`config.mk`:
```
export PLATFORM = sky130hd
export DESIGN_NAME = jt900h_fetch
export DESIGN_NICKNAME = d
export VERILOG_FILES = /design/src/rtl/jt900h_fetch.sv
export SDC_FILE = /design/constraint.sdc
export NUM_CORES = 1
export LEC_CHECK = 0
export CORE_UTILIZATION = 56
export DETAILED_ROUTE_END_ITERATION = 6
export PLACE_DENSITY_LB_ADDON = 0.3
export SYNTH_ARGS = -nofsm -noshare
export SYNTH_HDL_FRONTEND = slang
export SYNTH_SLANG_ARGS = --single-unit
```
`constraint.sdc`:
```
create_clock -name clk -period 5.6 [get_ports clk]
set_input_delay 1.68 -clock clk [delete_from_list [all_inputs] [get_ports clk]]
set_output_delay 1.68 -clock clk [all_outputs]
set_load 0.05 [all_outputs]
```
`src/rtl/jt900h_fetch.sv`:
```
// jt900h_fetch: instruction prefetch queue filling an 8-byte window from a 16-bit bus
// Bytes above count are kept at zero so op needs no masking and appends can be OR-ed in.
module jt900h_fetch #(
    parameter int QW = 4
) (
    input  logic        rst,
    input  logic        clk,
    input  logic        cen,
    input  logic        jmp,
    input  logic [23:0] jmp_addr,
    input  logic [1:0]  fetched,
    output logic [31:0] op,
    output logic        op_ok,
    output logic [23:0] pc,
    output logic [23:0] bus_addr,
    output logic        bus_rd,
    input  logic [15:0] bus_din,
    input  logic        bus_ok
);
    localparam int QB = 2*QW;
    localparam int CW = $clog2(QB+1);
    logic [8*QB-1:0] q_q, q_d, app_v;
    logic [CW-1:0]   count_q, count_d, base;
    logic [23:0]     pc_q, pc_d, faddr_q, faddr_d;
    logic            rd_q, rd_d, drop_q, drop_d, gap_q, gap_d;
    logic            done, take;
    logic [1:0]      cons, n_app;
    logic [15:0]     app_data;
    assign op       = q_q[31:0];
    assign op_ok    = count_q >= CW'(4);
    assign pc       = pc_q;
    assign bus_addr = {faddr_q[23:1], 1'b0};
    assign bus_rd   = rd_q;
    always_comb begin
        done     = rd_q && bus_ok;
        take     = done && !drop_q && !jmp;
        cons     = (op_ok && !jmp) ? fetched : 2'd0;
        n_app    = take ? (faddr_q[0] ? 2'd1 : 2'd2) : 2'd0;
        app_data = take ? (faddr_q[0] ? {8'h00, bus_din[15:8]} : bus_din) : 16'h0000;
        base     = count_q - CW'(cons);
        // shift out consumed bytes first, then place new bytes right after the survivors
        app_v    = (8*QB)'(app_data) << {base, 3'b000};
        q_d      = jmp ? '0 : ((q_q >> {cons, 3'b000}) | app_v);
        count_d  = jmp ? '0 : base + CW'(n_app);
        pc_d     = jmp ? jmp_addr : pc_q + 24'(cons);
        faddr_d  = jmp ? jmp_addr : faddr_q + 24'(n_app);
        rd_d     = done ? 1'b0 : (rd_q || (!gap_q && count_q <= CW'(QB-2)));
        drop_d   = jmp ? (rd_q && !bus_ok) : (done ? 1'b0 : drop_q);
        gap_d    = done;
    end
    always_ff @(posedge clk or posedge rst) begin
        if (rst) begin
            q_q     <= '0;
            count_q <= '0;
            pc_q    <= '0;
            faddr_q <= '0;
            rd_q    <= 1'b0;
            drop_q  <= 1'b0;
            gap_q   <= 1'b0;
        end else if (cen) begin
            q_q     <= q_d;
            count_q <= count_d;
            pc_q    <= pc_d;
            faddr_q <= faddr_d;
            rd_q    <= rd_d;
            drop_q  <= drop_d;
            gap_q   <= gap_d;
        end
    end
endmodule

```
==> reports/qor.txt, run 1 <==
Status: finished, final reports clean
Post-synth EDFFs: 0
Async SR Flop Fraction: 1.000
Crit Path Max Fanout: 19
CTS buffer count: 17
GRT Resource Usage Total: 0.3463
Met1 Track Usage GR: 0.4490
Post-synthesis cell type count: 83
Met3 usage: 0.08056
Final WL: 26860 um
Seq/Total Area, Yosys: 0.3406
Final nets: 1032
Max clock buf depth: 2
Core area: 15200 sq um
Grt ovf: 0
Worst Tran Pin Value: 1257 ps
Cell count after synthesis: 939
Via density: 7.062
FILL cells: 1209
Final Max Slew Viols: 0
Final min period: 4585 ps
Sink Count: 119
Die height: 126.9 um
Die ar.: 16120 sq um
Post-CTS Repair Setup Buffers: 0
CP Class: input pin to register
Synthesized area per cell: 9.310 sq um
PortBufs: 127
Util after Layout: 0.6689
Pin count of the biggest net entering global routing: 75
Max Cap Viol: 0
GP Congestion: 0.9561
Row cnt: 45
#FFs+latches synth: 119
Hold Crit Start: gap_q
FF+latch area: 2978 sq um
RSZ-0062 raised after global routing: false
Crit share post-route: 0.8188
Worst setup SP type: input pin
Hold Vio Cnt, Final: 0
Req. time, crit path: 5890 ps
Reg2reg start: count_q[3]
Hold endpoint: gap_q
Hold Path Depth: 2
Slew headroom: 0.1617
R2R Path End: q_q[52]
Post-route ant nets: 0
Critical Path AT: 4870 ps
Busiest layer in global routing: met2
H-tree depth: 4
Worst setup EP type: register
VDD IR-drop max: 0.2962 mV
Leakage: 4.094 nW
Number of remaining DRC errors: 0
Antenna violations before repair: 0
Vias: 8319
Clk_skew: 8.026 ps
Drt pass-1 iters: 6
Clock Latency Late Sink: 430 ps
First-pass GRT wire length: 43170 um
Multi-input gate area: 4856 sq um
Initial Util: 0.5751
Post-synthesis cell area: 8742 sq um
Reg2reg setup slack: 1980 ps
Endpoints failing setup: 0
Detailed-placement wirelength estimate: 17780 um
Clock-pin transition on the worst setup and hold timing paths: 60 ps
Mapped Nets: 995
Fmax: 218.1 MHz
Post-cts hold buffer count: 0
Layout cell share with drive strength beyond 1: 0.1122
Number of global-route vias before repair: 7908
Chip width: 126.9 um
TritonCTS clock tree: built
DR WL/cell: 22.80 um
CTS root buffer: clkbuf_16
Yosys warns: 0
Hold WC Path Type: register to register
M2 GR Usage: 0.5469
PwrDens: 404.9 nW/um^2
Synth Flop Type: dfrtp_1
Area growth from synthesis to layout: 16.32%
CTS resizes: 0
FF-to-FF path depth: 11
Initial DRC Count: 1052
Setup TNS Final: 0 ps
# IOs: 129
flip-flops by register name (all words and copies together), names as in the netlist:
| signal | flops |
|---|---|
| pc | 24 |
| faddr_q | 24 |
| drop_q | 1 |
| q_q | 64 |
| bus_rd | 1 |
| gap_q | 1 |
| count_q | 4 |
report_power, final:
group	leakage (nW)	total, mW	switching, mW	internal (mW)
sequential	1.48	1.23	0.224	1.00
clock	0.290	1.06	0.396	0.669
combinational	2.32	1.83	1.13	0.696
metal layers:
metal / vias to the layer above / part of all wire
met5: - / 0
met4: 0 / 0.037
met3: 93 / 0.10
met2: 610 / 0.47
met1: 4012 / 0.39
li1: 3604 / -
synth_stat cells, types with 7 or more instances:
master	count	area share
dfrtp_1	119	0.34
o21ai_0	87	0.050
nor2_1	64	0.027
a21oi_1	63	0.036
buf_4	62	0.053
nand2_1	61	0.026
mux2i_1	38	0.044
nand3_1	36	0.021
clkbuf_1	34	0.015
a22oi_1	28	0.024
mux4_2	27	0.070
inv_1	26	0.011
a31oi_1	24	0.017
a2bb2oi_1	19	0.019
buf_2	17	0.0097
o22ai_1	17	0.012
a22o_1	14	0.014
nand2b_1	12	0.0086
nor3_1	12	0.0069
o2bb2ai_1	10	0.010
or3_1	10	0.0072
o211ai_1	9	0.0077
mux2_2	8	0.010
nand4_1	8	0.0057
o2111ai_1	8	0.0080
ha_1	7	0.010
worst max-delay path: stages:
cell and delay (ps):
clkdlybuf4s50_1 570, nand2_8 80, inv_8 170, ha_1 210
inv_1 60, fa_1 500, inv_2 170, nor3_1 90
a221oi_4 700, or3_1 450, o21ai_0 180
cell families (layout without fill, tap and decap cells):
group | after synthesis | in the layout | synth area share
AO/OA/AOI/OAI | 322 | 322 | 0.2449
AND/OR/NAND/NOR | 251 | 251 | 0.1521
buffers and inverters | 155 | 205 | 0.1049
flip-flops | 119 | 119 | 0.3406
multiplexers | 78 | 78 | 0.1384
adder cells (fa/ha/maj) | 9 | 9 | 0.01460
XOR/XNOR | 4 | 4 | 0.004008
other | 1 | 2 | 0.0004290
area by class of cell:
class | count | area share
multi-input cells | 665 | 0.4775
flip-flops and latches | 119 | 0.2929
repair buffers | 143 | 0.1373
clock buffers | 21 | 0.04528
well taps | 188 | 0.02313
inverters | 30 | 0.01329
clock inverters | 11 | 0.01034
diodes | 1 | 0.0002461
how the worst max path moves through the flow:
stage,from,endpoint,slack [ps]
final,fetched[0],q_q[52],1010
after global routing,fetched[0],q_q[33],940
after CTS,fetched[0],q_q[52],1110
after detailed placement,fetched[0],q_q[54],680
after global placement,fetched[0],q_q[55],780
after floorplan,rst,bus_rd,760
stage by stage:
step	area [sq um]	instances	setup WS [ps]	power (mW)	hold slack, ps
floorplan	8742	939	762.5	2.581	454.0
global placement	9600	1145	778.0	2.983	471.5
detailed placement	9600	1145	684.3	3.017	490.1
CTS	10170	1177	1112	4.080	501.7
global route	10170	1177	944.1	4.277	532.2
finish	10170	1178	1015	4.117	498.7
placed cells by master (no fill, tap or decap), types with 9 or more instances in the layout:
cell type and count:
dfrtp_1 119, nand2b_1 12, nand2_1 61, a22o_1 14, clkdlybuf4s50_1 125, mux2i_1 38
o2bb2ai_1 10, nand3_1 36, a21oi_1 63, buf_4 16, nor2_1 63, a31oi_1 24
o21ai_0 87, clkbuf_16 17, a2bb2oi_1 19, inv_1 24, o22ai_1 17, o211ai_1 9
or3_1 10, mux4_2 27, nor3_1 12, a22oi_1 28, clkinv_2 9
No activity file was read; power rests on OpenSTA's default activity.
==> run 2, diff against run 1 <==
==> constraint.sdc (replaced) <==
create_clock -name clk -period 4.6 [get_ports clk]
set_input_delay 1.38 -clock clk [delete_from_list [all_inputs] [get_ports clk]]
set_output_delay 1.38 -clock clk [all_outputs]
set_load 0.05 [all_outputs]
==> reports/qor.txt, run 2 (synthesis gave the netlist of run 1 again) <==
CTS buffer count: 17 (unchanged)
Detailed-placement wirelength estimate: 17750 um (was 17780 um)
Post-cts hold buffer count: 0 (unchanged)
Hold WC Path Type: register to register (unchanged)
GRT Resource Usage Total: 0.3412 (was 0.3463)
Max clock buf depth: 2 (unchanged)
Grt ovf: 0 (unchanged)
DR WL/cell: 22.36 um (was 22.80 um)
CP Class: input pin to register (unchanged)
RSZ-0062 raised after global routing: false (unchanged)
Setup TNS Final: 0 ps (unchanged)
Ant. Diodes: 0 (was 1)
DR WL met3: 2202 um (was 2791 um)
Final Max Slew Viols: 0 (unchanged)
Initial Util: 0.5751 (unchanged)
Layout cell share with drive strength beyond 1: 0.1194 (was 0.1122)
Worst setup SP type: input pin (unchanged)
Die height: 126.9 um (unchanged)
Post-route ant nets: 0 (unchanged)
Drt pass-1 iters: 5 (was 6)
Fmax: 242.6 MHz
Clock Latency Late Sink: 420 ps (was 430 ps)
Req. time, crit path: 4940 ps (was 5890 ps)
Sink Count: 119 (unchanged)
# IOs: 129 (unchanged)
Row cnt: 45 (unchanged)
Via density: 6.906 (was 7.062)
Initial DRC Count: 925 (was 1052)
H-tree depth: 4 (unchanged)
Worst setup EP type: register (unchanged)
Crit share post-route: 0.8961
Crit Path Max Fanout: 8 (was 19)
Area growth from synthesis to layout: 17.49% (was 16.32%)
First-pass GRT wire length: 42420 um (was 43170 um)
Number of remaining DRC errors: 0 (unchanged)
Final nets: 1040 (was 1032)
Number of global-route vias before repair: 7936 (was 7908)
Top routing layer used: met4 (unchanged)
Worst Tran Pin Value: 1228 ps (was 1257 ps)
Max reg flops: 64 (unchanged)
TritonCTS clock tree: built (unchanged)
VDD IR-drop max: 0.2950 mV (was 0.2962 mV)
Clock-pin transition on the worst setup and hold timing paths: 60 ps (about the same)
PortBufs: 127 (unchanged)
Final WL: 26500 um (was 26860 um)
Antenna violations before repair: 0 (unchanged)
Util after Layout: 0.6756 (was 0.6689)
Die ar.: 16120 sq um (unchanged)
GP Congestion: 0.9049 (was 0.9561)
FILL cells: 1214 (was 1209)
Clk_skew: 5.546 ps (was 8.026 ps)
Chip width: 126.9 um (unchanged)
Core area: 15200 sq um (unchanged)
Top reg by flops: q_q (unchanged)
Max Cap Viol: 0 (unchanged)
Pin count of the biggest net entering global routing: 78 (was 75)
Status: finished, final reports clean (unchanged)
Slew headroom: 0.1753 (was 0.1617)
Final min period: 4122 ps
Post-CTS Repair Setup Buffers: 0 (unchanged)
Most frequent cells in the layout: clkdlybuf4s50_1 (125), dfrtp_1 (119), o21ai_0 (87) (unchanged)
Routed met1 length: 10490 um (was 10450 um)
Vias: 8184 (was 8319)
PwrDens: 501.2 nW/um^2 (was 404.9 nW/um^2)
Hold Vio Cnt, Final: 0 (unchanged)
CTS resizes: 0 (unchanged)
Commonest non-fill, non-tap cell in the layout: clkdlybuf4s50_1 (unchanged)
Endpoints failing setup: 0 (unchanged)
Critical Path AT: 4460 ps (was 4870 ps)
Met2 WL: 12640 um (was 12630 um)
CTS root buffer: clkbuf_16 (unchanged)
Leakage: 4.143 nW (was 4.094 nW)
## run 2: cell count changes in the layout (fill, tap and decap cells not counted)
cell	change
clkinv_2	-4
bufinv_16	+2
diode_2	-1
inv_6	+2
buf_4	+8
clkbuf_8	-2
clkinvlp_4	+2
## run 2: per-layer routing
metal  GRT usage  up-vias
met4      0.1835        0
met3     0.07170       82
li1            -     3598
met2      0.5459      501
met1      0.4354     4003
met5           0        -
## run 2: final timing paths
kind / slack [ps] / cells past startpoint / end / start
max in group asynchronous: 2330 / 3 / q_q[41] / rst
worst max register to register: 1140 / 10 / q_q[21] / count_q[3]
min in group asynchronous: 1380 / 2 / pc[14] / rst
worst min register to register: 500 / 2 / gap_q / gap_q
worst min-delay path: 500 / 2 / gap_q / gap_q
worst max-delay path: 480 / 10 / q_q[21] / fetched[0]
## run 2: through the flow
stage | instance area (sq um) | power, mW | hold slack [ps] | std cells | setup slack (ps)
finish | 10270 | 5.148 | 501.5 | 1185 | 478.2
global route | 10270 | 5.369 | 551.0 | 1185 | 356.2
CTS | 10270 | 5.116 | 498.5 | 1185 | 583.1
detailed placement | 9661 | 3.704 | 479.4 | 1153 | 172.7
global placement | 9661 | 3.666 | 484.4 | 1153 | 224.1
floorplan | 8742 | 3.142 | 454.0 | 939 | 62.53
## run 2: power by group
| group | total, mW | internal, mW | switching [mW] |
|---|---|---|---|
| clock | 1.41 | 0.903 | 0.508 |
| sequential | 1.47 | 1.22 | 0.251 |
| combinational | 2.26 | 0.874 | 1.39 |
## run 2: area by class of cell
type | instances | area, sq um | share of cell area
clock buffers | 19 | 432.9 | 0.04215
flip-flops and latches | 119 | 2978 | 0.2899
repair buffers | 151 | 1456 | 0.1418
clock inverters | 13 | 177.7 | 0.01730
multi-input cells | 665 | 4856 | 0.4728
well taps | 188 | 235.2 | 0.02290
inverters | 30 | 135.1 | 0.01316
## run 2: critical path, cell delays in order
cell	delay, ps
clkdlybuf4s50_1	570
nand2_8	80
inv_8	90
ha_1	190
inv_1	60
fa_1	490
inv_1	140
nor3_1	1000
a2bb2oi_1	220
o22ai_1	230
